## src/rtl/mips_pkg.sv

```systemverilog
// Shared opcode encoding for the decode and execute stages of the MIPS pipeline.
// Also holds the default datapath width and small opcode-class helpers.
package mips_pkg;

    localparam int WORD_SIZE = 32;

    localparam logic [3:0] ALU_ADD   = 4'h0;
    localparam logic [3:0] ALU_SUB   = 4'h1;
    localparam logic [3:0] ALU_AND   = 4'h2;
    localparam logic [3:0] ALU_OR    = 4'h3;
    localparam logic [3:0] ALU_XOR   = 4'h4;
    localparam logic [3:0] ALU_NOR   = 4'h5;
    localparam logic [3:0] ALU_SLT   = 4'h6;
    localparam logic [3:0] ALU_SLTU  = 4'h7;
    localparam logic [3:0] ALU_SLL   = 4'h8;
    localparam logic [3:0] ALU_SRL   = 4'h9;
    localparam logic [3:0] ALU_SRA   = 4'hA;
    localparam logic [3:0] ALU_LUI   = 4'hB;
    localparam logic [3:0] ALU_MULTU = 4'hC;
    localparam logic [3:0] ALU_DIVU  = 4'hD;
    localparam logic [3:0] ALU_MFHI  = 4'hE;
    localparam logic [3:0] ALU_MFLO  = 4'hF;

    // Ops that start the iterative multiply/divide unit.
    function automatic logic is_md_op(input logic [3:0] op);
        return (op == ALU_MULTU) || (op == ALU_DIVU);
    endfunction

    // Ops that must wait for a busy unit: starters and HI/LO readers.
    function automatic logic uses_hilo(input logic [3:0] op);
        return (op == ALU_MULTU) || (op == ALU_DIVU) ||
               (op == ALU_MFHI)  || (op == ALU_MFLO);
    endfunction

endpackage

```

## src/rtl/multdiv.sv

```systemverilog
// Iterative unsigned multiply (shift-add) and divide (restoring), one bit per cycle.
// HI/LO are updated only on the final iteration; reads see stable values otherwise.
module multdiv #(
    parameter int WORD_SIZE = 32,
    parameter int MD_CYCLES = 32
) (
    input  logic                 clk,
    input  logic                 rst,
    input  logic                 start,
    input  logic                 op_div,
    input  logic [WORD_SIZE-1:0] a,
    input  logic [WORD_SIZE-1:0] b,
    output logic                 busy,
    output logic [WORD_SIZE-1:0] hi,
    output logic [WORD_SIZE-1:0] lo
);

    localparam int W     = WORD_SIZE;
    localparam int CNT_W = $clog2(MD_CYCLES + 1);

    logic             busy_q, busy_d;
    logic             div_q, div_d;
    logic [CNT_W-1:0] cnt_q, cnt_d;
    logic [W-1:0]     opb_q, opb_d;   // multiplicand or divisor
    logic [W:0]       acc_q, acc_d;   // product high half or partial remainder
    logic [W-1:0]     sh_q, sh_d;     // multiplier bits or quotient bits
    logic [W-1:0]     hi_q, hi_d;
    logic [W-1:0]     lo_q, lo_d;

    logic [W:0]       step_acc;
    logic [W-1:0]     step_sh;
    logic [W:0]       mul_sum;
    logic [W:0]       div_shift;

    // One iteration of whichever algorithm is in flight.
    always_comb begin
        // NOTE: every combinational output gets a default first so no path infers a latch.
        step_acc  = acc_q;
        step_sh   = sh_q;
        mul_sum   = acc_q + (sh_q[0] ? {1'b0, opb_q} : '0);
        div_shift = {acc_q[W-1:0], sh_q[W-1]};
        if (div_q) begin
            if (div_shift >= {1'b0, opb_q}) begin
                step_acc = div_shift - {1'b0, opb_q};
                step_sh  = {sh_q[W-2:0], 1'b1};
            end else begin
                step_acc = div_shift;
                step_sh  = {sh_q[W-2:0], 1'b0};
            end
        end else begin
            step_acc = {1'b0, mul_sum[W:1]};
            step_sh  = {mul_sum[0], sh_q[W-1:1]};
        end
    end

    always_comb begin
        busy_d = busy_q;
        div_d  = div_q;
        cnt_d  = cnt_q;
        opb_d  = opb_q;
        acc_d  = acc_q;
        sh_d   = sh_q;
        hi_d   = hi_q;
        lo_d   = lo_q;
        if (busy_q) begin
            acc_d = step_acc;
            sh_d  = step_sh;
            cnt_d = cnt_q - CNT_W'(1);
            if (cnt_q == CNT_W'(1)) begin
                busy_d = 1'b0;
                hi_d   = step_acc[W-1:0];
                lo_d   = step_sh;
            end
        end else if (start) begin
            busy_d = 1'b1;
            div_d  = op_div;
            cnt_d  = CNT_W'(MD_CYCLES);
            opb_d  = b;
            acc_d  = '0;
            sh_d   = a;
        end
    end

    // NOTE: state registers use non-blocking assignments so every flop samples pre-edge values.
    always_ff @(posedge clk) begin
        if (rst) begin
            busy_q <= 1'b0;
            div_q  <= 1'b0;
            cnt_q  <= '0;
            opb_q  <= '0;
            acc_q  <= '0;
            sh_q   <= '0;
            hi_q   <= '0;
            lo_q   <= '0;
        end else begin
            busy_q <= busy_d;
            div_q  <= div_d;
            cnt_q  <= cnt_d;
            opb_q  <= opb_d;
            acc_q  <= acc_d;
            sh_q   <= sh_d;
            hi_q   <= hi_d;
            lo_q   <= lo_d;
        end
    end

    assign busy = busy_q;
    assign hi   = hi_q;
    assign lo   = lo_q;

endmodule

```

## src/rtl/execute.sv

```systemverilog
// EX stage: ALU, EX/MEM pipeline registers and the HI/LO interlock toward ID.
// Multiply/divide runs in multdiv; independent ALU ops keep flowing while it is busy.
module execute #(
    parameter int WORD_SIZE = mips_pkg::WORD_SIZE,
    parameter int MD_CYCLES = 32
) (
    input  logic                 clk,
    input  logic                 rst,
    input  logic                 valid_id_ex,
    input  logic [3:0]           alu_op_id_ex,
    input  logic                 alu_src_id_ex,
    input  logic [WORD_SIZE-1:0] rs_data_id_ex,
    input  logic [WORD_SIZE-1:0] rt_data_id_ex,
    input  logic [WORD_SIZE-1:0] imm_id_ex,
    input  logic                 rd_en_id_ex,
    input  logic [4:0]           rd_addr_id_ex,
    input  logic                 rd_data_sel_id_ex,
    input  logic                 mem_en_id_ex,
    output logic                 stall,
    output logic [WORD_SIZE-1:0] alu_data_ex_mem,
    output logic [WORD_SIZE-1:0] rt_data_ex_mem,
    output logic                 rd_en_ex_mem,
    output logic [4:0]           rd_addr_ex_mem,
    output logic                 rd_data_sel_ex_mem,
    output logic                 mem_en_ex_mem
);

    import mips_pkg::*;

    localparam int W    = WORD_SIZE;
    localparam int SH_W = $clog2(W);

    logic [W-1:0]    op_a, op_b;
    logic [SH_W-1:0] shamt;
    logic [W-1:0]    alu_res;
    logic            accept;
    logic            md_start;
    logic            md_busy;
    logic [W-1:0]    md_hi, md_lo;

    logic [W-1:0]    alu_data_q, alu_data_d;
    logic [W-1:0]    rt_data_q, rt_data_d;
    logic            rd_en_q, rd_en_d;
    logic [4:0]      rd_addr_q, rd_addr_d;
    logic            rd_data_sel_q, rd_data_sel_d;
    logic            mem_en_q, mem_en_d;

    assign op_a  = rs_data_id_ex;
    assign op_b  = alu_src_id_ex ? imm_id_ex : rt_data_id_ex;
    assign shamt = op_a[SH_W-1:0];

    assign stall    = valid_id_ex & md_busy & uses_hilo(alu_op_id_ex);
    assign accept   = valid_id_ex & ~stall;
    assign md_start = accept & is_md_op(alu_op_id_ex);

    always_comb begin
        alu_res = '0;
        unique case (alu_op_id_ex)
            ALU_ADD:  alu_res = op_a + op_b;
            ALU_SUB:  alu_res = op_a - op_b;
            ALU_AND:  alu_res = op_a & op_b;
            ALU_OR:   alu_res = op_a | op_b;
            ALU_XOR:  alu_res = op_a ^ op_b;
            ALU_NOR:  alu_res = ~(op_a | op_b);
            ALU_SLT:  alu_res = {{(W-1){1'b0}}, $signed(op_a) < $signed(op_b)};
            ALU_SLTU: alu_res = {{(W-1){1'b0}}, op_a < op_b};
            ALU_SLL:  alu_res = op_b << shamt;
            ALU_SRL:  alu_res = op_b >> shamt;
            ALU_SRA:  alu_res = W'($signed(op_b) >>> shamt);
            ALU_LUI:  alu_res = {op_b[W-17:0], 16'h0000};
            ALU_MFHI: alu_res = md_hi;
            ALU_MFLO: alu_res = md_lo;
            default:  alu_res = '0;
        endcase
    end

    // Bubbles and mult/div issues must not write a GPR or memory downstream.
    always_comb begin
        alu_data_d    = alu_res;
        rt_data_d     = rt_data_id_ex;
        rd_addr_d     = rd_addr_id_ex;
        rd_data_sel_d = rd_data_sel_id_ex;
        rd_en_d       = accept & rd_en_id_ex  & ~is_md_op(alu_op_id_ex);
        mem_en_d      = accept & mem_en_id_ex & ~is_md_op(alu_op_id_ex);
    end

    always_ff @(posedge clk) begin
        if (rst) begin
            alu_data_q    <= '0;
            rt_data_q     <= '0;
            rd_en_q       <= 1'b0;
            rd_addr_q     <= '0;
            rd_data_sel_q <= 1'b0;
            mem_en_q      <= 1'b0;
        end else begin
            alu_data_q    <= alu_data_d;
            rt_data_q     <= rt_data_d;
            rd_en_q       <= rd_en_d;
            rd_addr_q     <= rd_addr_d;
            rd_data_sel_q <= rd_data_sel_d;
            mem_en_q      <= mem_en_d;
        end
    end

    assign alu_data_ex_mem    = alu_data_q;
    assign rt_data_ex_mem     = rt_data_q;
    assign rd_en_ex_mem       = rd_en_q;
    assign rd_addr_ex_mem     = rd_addr_q;
    assign rd_data_sel_ex_mem = rd_data_sel_q;
    assign mem_en_ex_mem      = mem_en_q;

    multdiv #(
        .WORD_SIZE (W),
        .MD_CYCLES (MD_CYCLES)
    ) u_multdiv (
        .clk    (clk),
        .rst    (rst),
        .start  (md_start),
        .op_div (alu_op_id_ex == ALU_DIVU),
        .a      (op_a),
        .b      (op_b),
        .busy   (md_busy),
        .hi     (md_hi),
        .lo     (md_lo)
    );

endmodule

```

## config.mk

```make
export PLATFORM = sky130hd
export DESIGN_NAME = execute
export DESIGN_NICKNAME = d
export VERILOG_FILES = /design/src/rtl/mips_pkg.sv /design/src/rtl/multdiv.sv /design/src/rtl/execute.sv
export SDC_FILE = /design/constraint.sdc
export NUM_CORES = 1
export LEC_CHECK = 0
export CAP_MARGIN = 20
export CORE_ASPECT_RATIO = 0.7
export CORE_MARGIN = 3
export CORE_UTILIZATION = 42
export CTS_CLUSTER_SIZE = 10
export DETAILED_ROUTE_END_ITERATION = 12
export HOLD_SLACK_MARGIN = 0.06
export PLACE_DENSITY = 0.7
export SLEW_MARGIN = 10
export SYNTH_ARGS = -nofsm -noshare
export SYNTH_HDL_FRONTEND = slang
export SYNTH_SLANG_ARGS = --single-unit
```

## constraint.sdc

```tcl
create_clock -name clk -period 7.8 [get_ports clk]
set_input_delay 2.34 -clock clk [delete_from_list [all_inputs] [get_ports clk]]
set_output_delay 2.34 -clock clk [all_outputs]
set_load 0.01 [all_outputs]
```

==> results of run 1 <==
[flip-flops by register name, summed over array words and instances, names as in the netlist]
signal,cells
u_multdiv.acc_q,33
alu_data_ex_mem,32
rt_data_ex_mem,32
u_multdiv.hi,32
u_multdiv.lo,32
u_multdiv.opb_q,32
u_multdiv.sh_q,32
u_multdiv.cnt_q,6
rd_addr_ex_mem,5
mem_en_ex_mem,1
rd_data_sel_ex_mem,1
rd_en_ex_mem,1
u_multdiv.busy,1
u_multdiv.div_q,1
[logic make-up (layout without fill, tap and decap cells)]
kind of cell	Yosys count	in the layout	synth area share (%)
adder cells (fa/ha/maj)	167	167	9.53
flip-flops	241	241	21.7
buffers and inverters	374	448	6.56
AO/OA/AOI/OAI	973	973	29.4
other	0	3	0
XOR/XNOR	61	61	2.40
multiplexers	222	222	12.4
AND/OR/NAND/NOR	852	852	18.0
[worst max path at each step]
stage | start | endpoint | slack [ns]
2_1_floorplan | rs_data_id_ex[0] | alu_data_ex_mem[0] | 1.56
3_3_place_gp | alu_src_id_ex | alu_data_ex_mem[0] | 0.93
3_5_place_dp | alu_src_id_ex | alu_data_ex_mem[0] | 0.89
4_1_cts | alu_op_id_ex[2] | stall | 1.47
5_1_grt | alu_src_id_ex | alu_data_ex_mem[0] | 1.09
6_report | alu_src_id_ex | alu_data_ex_mem[0] | 1.22
[area by class of cell]
class	instances	area, µm²
sequential	241	4830
tap	674	843
clock inverter	7	96.3
clock buffer	37	807
inverter	154	578
multi-input combinational	2275	16000
fill	5009	26000
antenna	3	7.51
timing repair buffer	250	2310
[critical path, delay by kind of cell]
kind / cells / cell delay, ns
buffers and inverters: 2 / 0.57
AND/OR/NAND/NOR: 2 / 0.70
multiplexers: 1 / 0.51
AO/OA/AOI/OAI: 7 / 2.06
adder cells (fa/ha/maj): 2 / 0.81
[placed cells by master (no fill, tap or decap), types with 21 or more instances in the layout]
cell	Yosys	layout
sky130_fd_sc_hd__nor2_1	280	278
sky130_fd_sc_hd__a21oi_1	246	246
sky130_fd_sc_hd__dfxtp_1	241	240
sky130_fd_sc_hd__nand2_1	235	234
sky130_fd_sc_hd__clkdlybuf4s50_1	0	178
sky130_fd_sc_hd__o21ai_0	164	163
sky130_fd_sc_hd__ha_1	163	163
sky130_fd_sc_hd__mux2i_1	147	147
sky130_fd_sc_hd__inv_1	132	131
sky130_fd_sc_hd__a211oi_1	102	102
sky130_fd_sc_hd__buf_4	0	66
sky130_fd_sc_hd__nor2b_1	56	56
sky130_fd_sc_hd__nand3_1	53	52
sky130_fd_sc_hd__a31oi_1	49	49
sky130_fd_sc_hd__a21o_1	47	47
sky130_fd_sc_hd__nor3_1	46	45
sky130_fd_sc_hd__and2_1	44	43
sky130_fd_sc_hd__xnor2_1	42	42
sky130_fd_sc_hd__o211ai_1	36	36
sky130_fd_sc_hd__mux4_2	33	33
sky130_fd_sc_hd__clkbuf_16	0	30
sky130_fd_sc_hd__a221oi_1	29	29
sky130_fd_sc_hd__o31ai_1	27	27
sky130_fd_sc_hd__o21bai_1	26	26
sky130_fd_sc_hd__o22ai_1	24	24
sky130_fd_sc_hd__nand4_1	23	23
sky130_fd_sc_hd__nor4_1	25	23
sky130_fd_sc_hd__mux2_2	22	22
sky130_fd_sc_hd__inv_2	20	21
[power by group]
part / leakage, nW / internal, mW / switching, mW
clock: 0.447 / 0.784 / 0.579
sequential: 1.97 / 1.28 / 0.0318
combinational: 7.87 / 0.525 / 0.925
total: 10.3 / 2.59 / 1.54
[through the flow]
| step | power (mW) | hold WS [ns] | worst slack (ns) |
|---|---|---|---|
| after floorplan | 2.18 | 0.434 | 1.56 |
| after detailed placement | 2.71 | 0.466 | 0.893 |
| after CTS | 4.07 | 0.474 | 1.47 |
| final | 4.12 | 0.472 | 1.22 |
| after global routing | 4.24 | 0.497 | 1.09 |
| after global placement | 2.71 | 0.458 | 0.931 |
[per-layer routing]
layer / vias to the layer above / part of all wire [%] / wire length (µm) / track usage [%]
li1: 10822 / - / - / -
met1: 11846 / 44 / 45300 / 52.3
met2: 1682 / 40 / 40800 / 48.5
met3: 191 / 13 / 13400 / 9.50
met4: 0 / 3.1 / 3160 / 9.22
met5: - / 0 / 0 / 0
==> impl_metrics.ini, run 1 <==
[placement]
port-buffer-count = 184
place.detailed.instances = 3593
half_perimeter_wire_length_after_detailed_placement_mm = 78.0
place_area_um2 = 24600
gp_congestion = 1.05

[critical_path]
r2r-end = u_multdiv.acc_q[31]
reg2regPathDepth = 13
crit_path_max_incr_delay_ns = 0.85
worstSetupEndpointType = register
path_class = in -> reg
crit_path_top_delay_cell = sky130_fd_sc_hd__a2111oi_2
timing.rr.start = u_multdiv.sh_q[0]
worstPathMaxFanout = 12
cp_cell_sequence = buf_2, mux2i_1, inv_1, ha_1, fa_1, nor2_1, o311a_1, o21ai_0, a31o_2, a2111oi_2, o41ai_2, or4_1, a41oi_1, a21oi_1
crit_required_ns = 8.23
cp_data_arrival_time_ns = 7.02
timing.critical_path.from_type = input pin
r2r_setup_slack_ns = 3.43

[logic_synthesis]
syn-instance-count = 2890
top_cells_by_count_synth = sky130_fd_sc_hd__nor2_1, sky130_fd_sc_hd__a21oi_1, sky130_fd_sc_hd__dfxtp_1
synth_flop_cell = sky130_fd_sc_hd__dfxtp_1
post_synth_main_area_contributors = sky130_fd_sc_hd__dfxtp_1, sky130_fd_sc_hd__ha_1, sky130_fd_sc_hd__mux2i_1
async_reset_ff_share_pct = 0
ys_seq_elements = 241
synth_enable_flop_cells = 0
yosysWarnings = 0
seq_area_frac_synth_pct = 21.7
number_of_nets_produced_by_synthesis = 3169
synth_cell_type_count = 89
synth.cell_area_um2 = 22200
synth_top_cell_area_share_pct = 21.7
yosys.cell_count.top_type = sky130_fd_sc_hd__nor2_1
synth_largest_area_cell = sky130_fd_sc_hd__dfxtp_1
post_synthesis_average_cell_area_um2 = 7.70

[timing]
timing.setup.tns_ns = 0
rsz0062_at_grt = no
min_period_over_period_pct = 84.4
finalSetupViolCount = 0
final_hold_viol_count = 0
worst_slew_pin_slew_ns = 1.18
timing.clock.skew_ns = 0.0147
layout_min_cycle_time_ns = 6.58
finalMaxSlewViolations = 0
slew_headroom_pct = 20.5
max_clock_freq_mhz = 152

[drt]
drc = 0
wire_length_reported_by_the_detailed_router_mm = 103
drt-wirelength-per-cell_um = 28.2
firstDrtPassIters = 8
antenna_violating_nets_post_route = 0
post_drt_via_cell_ratio = 6.74
initialDrtViolationCount = 3684
dr_total_vias = 24541

[clocking]
tritoncts = yes
cts.sink_count = 241
cts_post_setup_buffers_inserted = 0
hold_buffers = 0
cts_made_buffers = 30
clock_latency_on_the_worst_skew_pair_ns = 0.59
ctsRootBufferMaster = sky130_fd_sc_hd__clkbuf_16
clock_tree.buffer_depth = 3
clock_h_tree_levels = 1
ctsResizeCount = 0
clkTransAtPathRegs_ns = 0.06

[hold_path]
min-delay-path-class = reg -> reg
whs_path_depth = 2
holdPathEnd = u_multdiv.hi[14]
min-delay-start = u_multdiv.hi[14]

[global_routing]
antenna_found_initial = 3
grt-ovfl-total = 0
wire_length_of_the_first_global_routing_pass_mm = 147
grt_max_degree = 90
groute.usage.overall_pct = 34.9
grt_pass1_vias = 21921

[layout]
layout_cell_share_with_drive_strength_beyond_1_pct = 8.64
final_util_pct = 49.5
layout.nets = 3231
area_growth_pct = 14.7
post-route-cell-area_um2 = 25500
layout.cells.non_filler = 3641

[floorplanning]
core_area_um2 = 51500
die_width_um = 281
i_o_pins = 185
die_height_um = 199
fp.dieArea_um2 = 55800
start_util_pct = 43.2
core.rowCount = 69

[run]
max-cap-violations = 0

[pwr]
peakVddDrop_mv = 0.164
static-leakage-power_nw = 10.3
power_density_nw_per_um2 = 162

[run_status]
outcome = completed
No activity file was read; power rests on OpenSTA's default activity.
==> run 2, diff against run 1 <==
==> constraint.sdc (replaced) <==
create_clock -name clk -period 6.1 [get_ports clk]
set_input_delay 1.83 -clock clk [delete_from_list [all_inputs] [get_ports clk]]
set_output_delay 1.83 -clock clk [all_outputs]
set_load 0.01 [all_outputs]
==> impl_metrics.ini, run 2 (synthesized netlist as in run 1, its figures left out) <==
[timing]
timing.clock.skew_ns = 0.0241
finalMaxSlewViolations = 0
slew_headroom_pct = 18.2
final_hold_viol_count = 0
worst_slew_pin_slew_ns = 1.22
max_clock_freq_mhz = 169
finalSetupViolCount = 0
rsz0062_at_grt = no
min_period_over_period_pct = 96.8
layout_min_cycle_time_ns = 5.90

[global_routing]
grt_max_degree = 72
grt_util_met3_pct = 11.8
wire_length_of_the_first_global_routing_pass_mm = 153
antenna_found_initial = 7
grt_use_met1_pct = 53.4
grt-ovfl-total = 0
groute.usage.overall_pct = 36.5
grt_pass1_vias = 22699
met2_global_route_usage_pct = 50.6
top_usage_layer = met1

[drt]
firstDrtPassIters = 8
antenna_violating_nets_post_route = 0
wire_length_reported_by_the_detailed_router_mm = 106
drc = 0
initialDrtViolationCount = 3984
drt-wirelength-per-cell_um = 28.6
post_drt_via_cell_ratio = 6.73
dr_total_vias = 24896

[placement]
port-buffer-count = 184
gp_congestion = 1.05
half_perimeter_wire_length_after_detailed_placement_mm = 82.0
place.detailed.instances = 3661

[critical_path]
crit_path_top_delay_cell = sky130_fd_sc_hd__a2111oi_2
path_class = in -> reg
crit_path_max_incr_delay_ns = 0.82
worstPathMaxFanout = 10
worstSetupEndpointType = register
crit_required_ns = 6.54
cp_cell_sequence = buf_2, mux2i_4, ha_1, nor3b_1, a2111oi_0, buf_4, nand3_1, a31o_2, a2111oi_2, o41ai_2, or4_1, a41oi_1, a21oi_1
cp_data_arrival_time_ns = 6.34
timing.critical_path.from_type = input pin

[pwr]
power_density_nw_per_um2 = 201
peakVddDrop_mv = 0.206
static-leakage-power_nw = 10.6
combPwrFrac_pct = 36.9
netSwitchingFraction_pct = 37.8
power_frac_clock_pct = 30.9
cell_internal_pwr_mw = 3.23
power.sequential.fraction_pct = 32.2
switchingPower_mw = 1.97

[layout]
area_growth_pct = 16.5
layout.nets = 3297
largest_reg_flops = 33
top_register = u_multdiv.acc_q
final_cell_mix = sky130_fd_sc_hd__nor2_1, sky130_fd_sc_hd__a21oi_1, sky130_fd_sc_hd__dfxtp_1
mostFrequentLayoutCell = sky130_fd_sc_hd__nor2_1
layout_cell_share_with_drive_strength_beyond_1_pct = 10.5
layout.cells.non_filler = 3702
final_util_pct = 50.3

[clocking]
ctsResizeCount = 0
clkTransAtPathRegs_ns = 0.06
cts.sink_count = 241
tritoncts = yes
cts_post_setup_buffers_inserted = 0
clock_h_tree_levels = 1
clock_tree.buffer_depth = 3
cts_made_buffers = 29
ctsRootBufferMaster = sky130_fd_sc_hd__clkbuf_16
hold_buffers = 0
clock_latency_on_the_worst_skew_pair_ns = 0.59

[floorplanning]
i_o_pins = 185
die_width_um = 281
core_area_um2 = 51500
start_util_pct = 43.2
core.rowCount = 69
fp.dieArea_um2 = 55800
die_height_um = 199

[hold_path]
min-delay-path-class = reg -> reg

[run_status]
outcome = completed

[run]
max-cap-violations = 0
==> run 2: metrics by stage <==
step	total power [mW]	setup TNS [ns]	area, µm²	hold slack [ns]	setup WS (ns)
3_3_place_gp	3.53	-0.350	25100	0.462	-0.194
2_1_floorplan	2.79	0	22200	0.434	0.371
6_report	5.20	0	25900	0.484	0.197
4_1_cts	5.14	0	25900	0.479	0.445
5_1_grt	5.37	0	25900	0.507	0.127
3_5_place_dp	3.54	-0.245	25100	0.466	-0.150
==> run 2: layer usage <==
| metal | up-vias | wire (µm) |
|---|---|---|
| li1 | 10960 | - |
| met1 | 12051 | 46400 |
| met2 | 1660 | 42000 |
| met3 | 217 | 13900 |
| met4 | 8 | 3510 |
| met5 | - | 55 |
==> run 2: area by class of cell <==
cell class / count / area, µm²
Multi-Input combinational cell: 2275 / 16000
Timing Repair Buffer: 317 / 2830
Tap cell: 674 / 843
Clock inverter: 4 / 23.8
Sequential cell: 241 / 4830
Clock buffer: 36 / 782
Antenna cell: 1 / 2.50
Fill cell: 4947 / 25600
Inverter: 154 / 578
==> run 2: path summary, 6_finish.rpt <==
| kind | startpoint | endpoint | slack [ns] | depth (start not counted) |
|---|---|---|---|---|
| worst max register to register | u_multdiv.sh_q[0] | u_multdiv.hi[27] | 1.69 | 12 |
| worst min register to register | u_multdiv.hi[14] | u_multdiv.hi[14] | 0.48 | 2 |
| worst max-delay path | alu_src_id_ex | alu_data_ex_mem[0] | 0.20 | 13 |
| worst min-delay path | u_multdiv.hi[14] | u_multdiv.hi[14] | 0.48 | 2 |
==> run 2: power by group through the flow <==
stage	Clock [mW]	Sequential, mW	Combinational [mW]
floorplan	0	1.71	1.07
global placement	0	1.71	1.83
detailed placement	0	1.71	1.83
CTS	1.63	1.68	1.84
global route	1.67	1.68	2.02
finish	1.61	1.68	1.92
==> run 2: critical path, delay by kind of cell <==
family | cells | cell delay [ns]
adders and majority gates | 1 | 0.41
and+or+nand+nor | 3 | 0.78
muxes | 1 | 0.41
AOI/OAI and AO/OA | 6 | 2.33
buffers and inverters | 2 | 0.54
